--- config.mk ---
export PLATFORM = sky130hd
export DESIGN_NAME = inv_round_addkey_mix
export DESIGN_NICKNAME = d
export VERILOG_FILES = /design/src/rtl/inv_round_addkey_mix.sv
export SDC_FILE = /design/constraint.sdc
export NUM_CORES = 1
export LEC_CHECK = 0
export ABC_AREA = 1
export BUFFER_PORTS_ARGS = -buffer_cell sky130_fd_sc_hd__buf_2
export CORE_ASPECT_RATIO = 1.1
export CORE_MARGIN = 1.5
export CORE_UTILIZATION = 32
export CTS_CLUSTER_DIAMETER = 50
export DETAILED_ROUTE_END_ITERATION = 8
export GPL_ROUTABILITY_DRIVEN = 0
export SYNTH_ARGS = -nofsm -noshare
export SYNTH_HDL_FRONTEND = slang
export SYNTH_SLANG_ARGS = --single-unit
--- constraint.sdc ---
create_clock -name clk -period 3.3 [get_ports clk]
set_clock_uncertainty 0.2 [all_clocks]
set_input_delay 0.165 -clock clk [delete_from_list [all_inputs] [get_ports clk]]
set_output_delay 0.165 -clock clk [all_outputs]
set_load 0.01 [all_outputs]
--- src/rtl/inv_round_addkey_mix.sv ---
// Decryption round back end: AddRoundKey, then column-serial InvMixColumns (COLS_PER_CYCLE lanes).
// Latency: 1 edge when skip_mix is set, 1+4/COLS_PER_CYCLE edges otherwise; the result is held in DONE.
// Backpressure: result held stable without limit while out_ready=0; new block accepted on the same edge the result leaves.
module inv_round_addkey_mix #(
    parameter int COLS_PER_CYCLE = 1
) (
    input  logic         clk,
    input  logic         rst,
    input  logic         in_valid,
    output logic         in_ready,
    input  logic [127:0] state_in,
    input  logic [127:0] round_key,
    input  logic         skip_mix,
    output logic         out_valid,
    input  logic         out_ready,
    output logic [127:0] state_out,
    output logic         busy
);

    typedef enum logic [1:0] {IDLE, MIX, DONE} fsm_t;

    fsm_t         state_q, state_d;
    logic [127:0] blk_q, blk_d;
    logic [1:0]   cnt_q, cnt_d;
    logic [31:0]  col_q [4];
    logic [31:0]  mix_col [COLS_PER_CYCLE];
    logic [127:0] mixed_blk;
    logic [1:0]   lane_idx;
    logic [2:0]   cnt_sum;
    logic         accept;

    // GF(2^8) multiply by x, reduction polynomial 0x11B
    function automatic logic [7:0] xt(input logic [7:0] b);
        return {b[6:0], 1'b0} ^ (b[7] ? 8'h1b : 8'h00);
    endfunction

    // Single-column InvMixColumns; byte 0 of the column sits in the MSBs
    function automatic logic [31:0] inv_mix_col(input logic [31:0] c);
        logic [7:0] a [4];
        logic [7:0] x2, x4, x8;
        logic [7:0] m9 [4];
        logic [7:0] mb [4];
        logic [7:0] md [4];
        logic [7:0] me [4];
        for (int j = 0; j < 4; j++) begin
            a[j]  = c[31-8*j -: 8];
            x2    = xt(a[j]);
            x4    = xt(x2);
            x8    = xt(x4);
            m9[j] = x8 ^ a[j];
            mb[j] = x8 ^ x2 ^ a[j];
            md[j] = x8 ^ x4 ^ a[j];
            me[j] = x8 ^ x4 ^ x2;
        end
        return {me[0] ^ mb[1] ^ md[2] ^ m9[3],
                m9[0] ^ me[1] ^ mb[2] ^ md[3],
                md[0] ^ m9[1] ^ me[2] ^ mb[3],
                mb[0] ^ md[1] ^ m9[2] ^ me[3]};
    endfunction

    genvar gc;
    generate
        for (gc = 0; gc < 4; gc++) begin : g_col
            assign col_q[gc] = blk_q[127-32*gc -: 32];
        end
        // One transform lane per column handled this cycle, starting at cnt_q
        for (gc = 0; gc < COLS_PER_CYCLE; gc++) begin : g_lane
            assign mix_col[gc] = inv_mix_col(col_q[cnt_q + 2'(gc)]);
        end
    endgenerate

    assign cnt_sum   = {1'b0, cnt_q} + 3'(COLS_PER_CYCLE);
    assign state_out = blk_q;

    // Merge the freshly transformed columns back into the block
    always_comb begin
        mixed_blk = blk_q;
        lane_idx  = cnt_q;
        for (int i = 0; i < COLS_PER_CYCLE; i++) begin
            lane_idx = cnt_q + 2'(i);
            mixed_blk[127-32*int'(lane_idx) -: 32] = mix_col[i];
        end
    end

    // Next-state, datapath next value and handshake outputs
    always_comb begin
        state_d   = state_q;
        blk_d     = blk_q;
        cnt_d     = cnt_q;
        in_ready  = 1'b0;
        out_valid = 1'b0;
        busy      = 1'b0;
        case (state_q)
            IDLE: in_ready = 1'b1;
            MIX:  busy     = 1'b1;
            DONE: begin
                out_valid = 1'b1;
                busy      = 1'b1;
                in_ready  = out_ready;
            end
            default: ;
        endcase
        accept = in_valid & in_ready;

        case (state_q)
            MIX: begin
                blk_d = mixed_blk;
                cnt_d = cnt_sum[1:0];
                if (cnt_sum == 3'd4) state_d = DONE;
            end
            DONE: if (out_ready && !in_valid) state_d = IDLE;
            default: ;
        endcase

        // New block loads from IDLE or as a same-edge handoff out of DONE
        if (accept) begin
            blk_d   = state_in ^ round_key;
            cnt_d   = 2'd0;
            state_d = skip_mix ? DONE : MIX;
        end
    end

    // State registers with synchronous reset; reset discards any partial result
    always_ff @(posedge clk) begin
        if (rst) begin
            state_q <= IDLE;
            blk_q   <= '0;
            cnt_q   <= '0;
        end else begin
            state_q <= state_d;
            blk_q   <= blk_d;
            cnt_q   <= cnt_d;
        end
    end

endmodule

==> key figures <==
GRT
  • First-pass GRT wire length: 91.60 mm
  • Initial antenna violation count: 0
  • Met2 Resource Use GR: 51.05%
  • Overall Global Routing Usage: 30.54%
  • Largest net degree at the start of global routing: 73
  • Global route hottest layer: met2
  • M1 GR Usage: 32.70%
  • M3 GR Usage: 5.610%
  • Number of global-route vias before repair: 16,340
  • Total grt overflow: 0

Floorplan
  • Horiz. Die Dim: 190.3 um
  • Starting density of the core: 32.43%
  • FP Rows: 75
  • Core ar.: 38,100 um2
  • I/O pin cnt: 392
  • Die area: 39,800 um2
  • Die height: 209.1 um

STA
  • Max-slew headroom: 23.05%
  • Max Slew Vio Count: 0
  • Final period util: 97.26%
  • Final worst path period need: 3.210 ns
  • Max Clk Rate: 311.6 MHz
  • Setup violators final: 0
  • WHS: 0.006298 ns
  • RSZ-0062 raised after global routing: yes
  • Fin. Hold Viols: 0
  • Slew @ Worst Pin: 1.150 ns

Routing
  • Vias: 16,660
  • Vias per cell: 5.324
  • Router iterations before antenna repair: 6
  • WL/cell: 19.83 um
  • Antenna Nets Post-Route: 0
  • Starting DRT DRC Count: 1,412
  • Detailed-route wire length: 62.05 mm
  • Drc violations: 0

Critical path
  • Arr. time, crit path: 3.37 ns
  • Crit path kind: reg2reg
  • Required time worst endpoint: 3.46 ns
  • Crit path max-delay family: simple AND/OR/NAND/NOR gates
  • Crit. End Element: register
  • Largest fanout on the critical path: 63
  • CP dominant cell by count: nand2_2
  • CP max stage delay: 0.37 ns
  • CP cell instances: inv_4 > buf_16 > nand2_1 > nand3_1 > nand2_2 > inv_2 > nand2_2 > nand2_2 > nand2_2 > nand2_2 > nand2_1 > nand2_1 > nand2_1 > nand3_1 > nand2_1 > nand2_2 > nand4_1 > a21oi_1
  • Crit-path slowest cell: dfxtp_4
  • Worst setup SP type: register
  • Worst path bufs/invs: 3

Finish
  • Fin cells: 3,129
  • Share of cells above drive strength 1: 23.05%
  • Fillers: 3,871
  • Most frequent cells in the layout: 549 x nand2_1, 391 x buf_2, 252 x o21ai_0
  • Final Net Count: 2,885
  • Layout area overhead: 44.99%
  • Register area: 2648 um2
  • Commonest non-fill, non-tap cell in the layout: nand2_1
  • Multi-input gate area: 8673 um2
  • Final Instance Area: 17,910 um2
  • Antenna cells: 0

Run status
  • Status: finished, final reports clean

Synthesis
  • Post-synthesis sequential area ratio: 21.39%
  • Flops & latches, synth: 132
  • Synthesized netlist net count: 2,291
  • Synthesized area per cell: 6.107 um2
  • Mapped Area: 12,350 um2
  • Primary FF master, synth: dfxtp_1
  • Mapped Cells: 2,023
  • Synth unique cells: 40
  • Async SR Flop Fraction: 0%
  • Yosys warns: 0
  • EDFF count, synth: 0

CTS
  • Clk Latency, worst-skew pair: 0.45 ns
  • Number of buffers created by CTS: 17
  • Clk root buf: clkbuf_16
  • CTS tree: built
  • H-tree lvl count: 4
  • Number of setup buffers added after CTS: 0
  • Clk slew on worst S/H paths: 0.06 ns
  • Max clock buf depth: 2
  • Clock Sinks: 132

Place
  • Post-DP HPWL: 47.32 mm
  • Placed cells: 2,869
  • Dpl cell area: 15,030 um2
  • IO Port Bufs: 391

Hold path
  • Hold Crit Class: in2reg

Flow run
  • Max Cap Violations: 0
## routing by layer
metal | up-vias | wire length, um | share of wire [%]
li1 | 7852 | - | -
met1 | 7665 | 21760 | 35
met2 | 873 | 29430 | 47
met3 | 270 | 4509 | 7.3
met4 | 0 | 6344 | 10
met5 | - | 0 | 0
## kinds of logic after synthesis
kind of cell / after synthesis / share of synthesized area [%]
AO/OA/AOI/OAI: 451 / 18.47
XOR/XNOR: 202 / 14.93
adder cells (fa/ha/maj): 7 / 0.7089
buffers and inverters: 248 / 8.740
flip-flops: 132 / 21.39
AND/OR/NAND/NOR: 983 / 35.76
## cell type report
class                           count  share of cell area [%]
Clock buffer                       21                   2.515
Clock inverter                     10                  0.6007
Inverter                          143                   3.073
Multi-Input combinational cell   1643                   48.42
Sequential cell                   132                   14.78
Tap cell                          500                   3.493
Timing Repair Buffer              680                   27.12
## state kept, by name, indices dropped and copies added, names as in the netlist
| name | cells |
|---|---|
| state_out | 128 |
| cnt_q | 2 |
| state_q | 2 |
## tightest hold or removal path: stages
cell,delay (ns)
buf_2,0.10
xnor2_1,0.11
o21ai_0,0.07
inv_1,0.07
a21oi_1,0.06
## final timing paths
| kind | from | to | slack (ns) | cells past startpoint |
|---|---|---|---|---|
| worst max register to register | cnt_q[0] | state_out[53] | 0.09 | 18 |
| worst min register to register | state_q[0] | state_q[0] | 0.33 | 2 |
| worst min-delay path | state_in[4] | state_out[4] | 0.006 | 5 |
| worst max-delay path | cnt_q[0] | state_out[53] | 0.09 | 18 |
## cells in the mapped netlist (all sizes together) (7+ instances only)
cell type / n / area share, %
inv: 142 / 4.4
a31oi: 8 / 0.41
xnor2: 115 / 8.5
xor2: 87 / 6.5
nand3: 217 / 9.3
ha: 7 / 0.71
clkbuf: 65 / 2.0
buf: 40 / 2.4
dfxtp: 132 / 21
nand2: 623 / 21
o21ai: 254 / 10
a21oi: 185 / 7.5
nor2: 76 / 2.3
or2: 11 / 0.56
nand4: 45 / 2.3
## repair_timing
| action | in CTS | in global routing |
|---|---|---|
| hold buffers | 229 | 0 |
| gates resized for setup | 0 | 10 |
| setup endpoints to repair | 0 | 52 |
| endpoints found under the hold margin | 118 | 0 |
## metrics by stage
stage | setup WS, ns | util, % | setup TNS (ns)
CTS | 0.06565 | 46.94 | 0
global route | -0.0009610 | 47.01 | -0.0009610
detailed placement | 0.1170 | 39.45 | 0
global placement | 0.1380 | 39.45 | 0
finish | 0.09027 | 47.01 | 0
floorplan | 0.8369 | - | 0
Power is not shown: default switching activity piles up to over one toggle a cycle in this logic, so the estimate is an artifact.
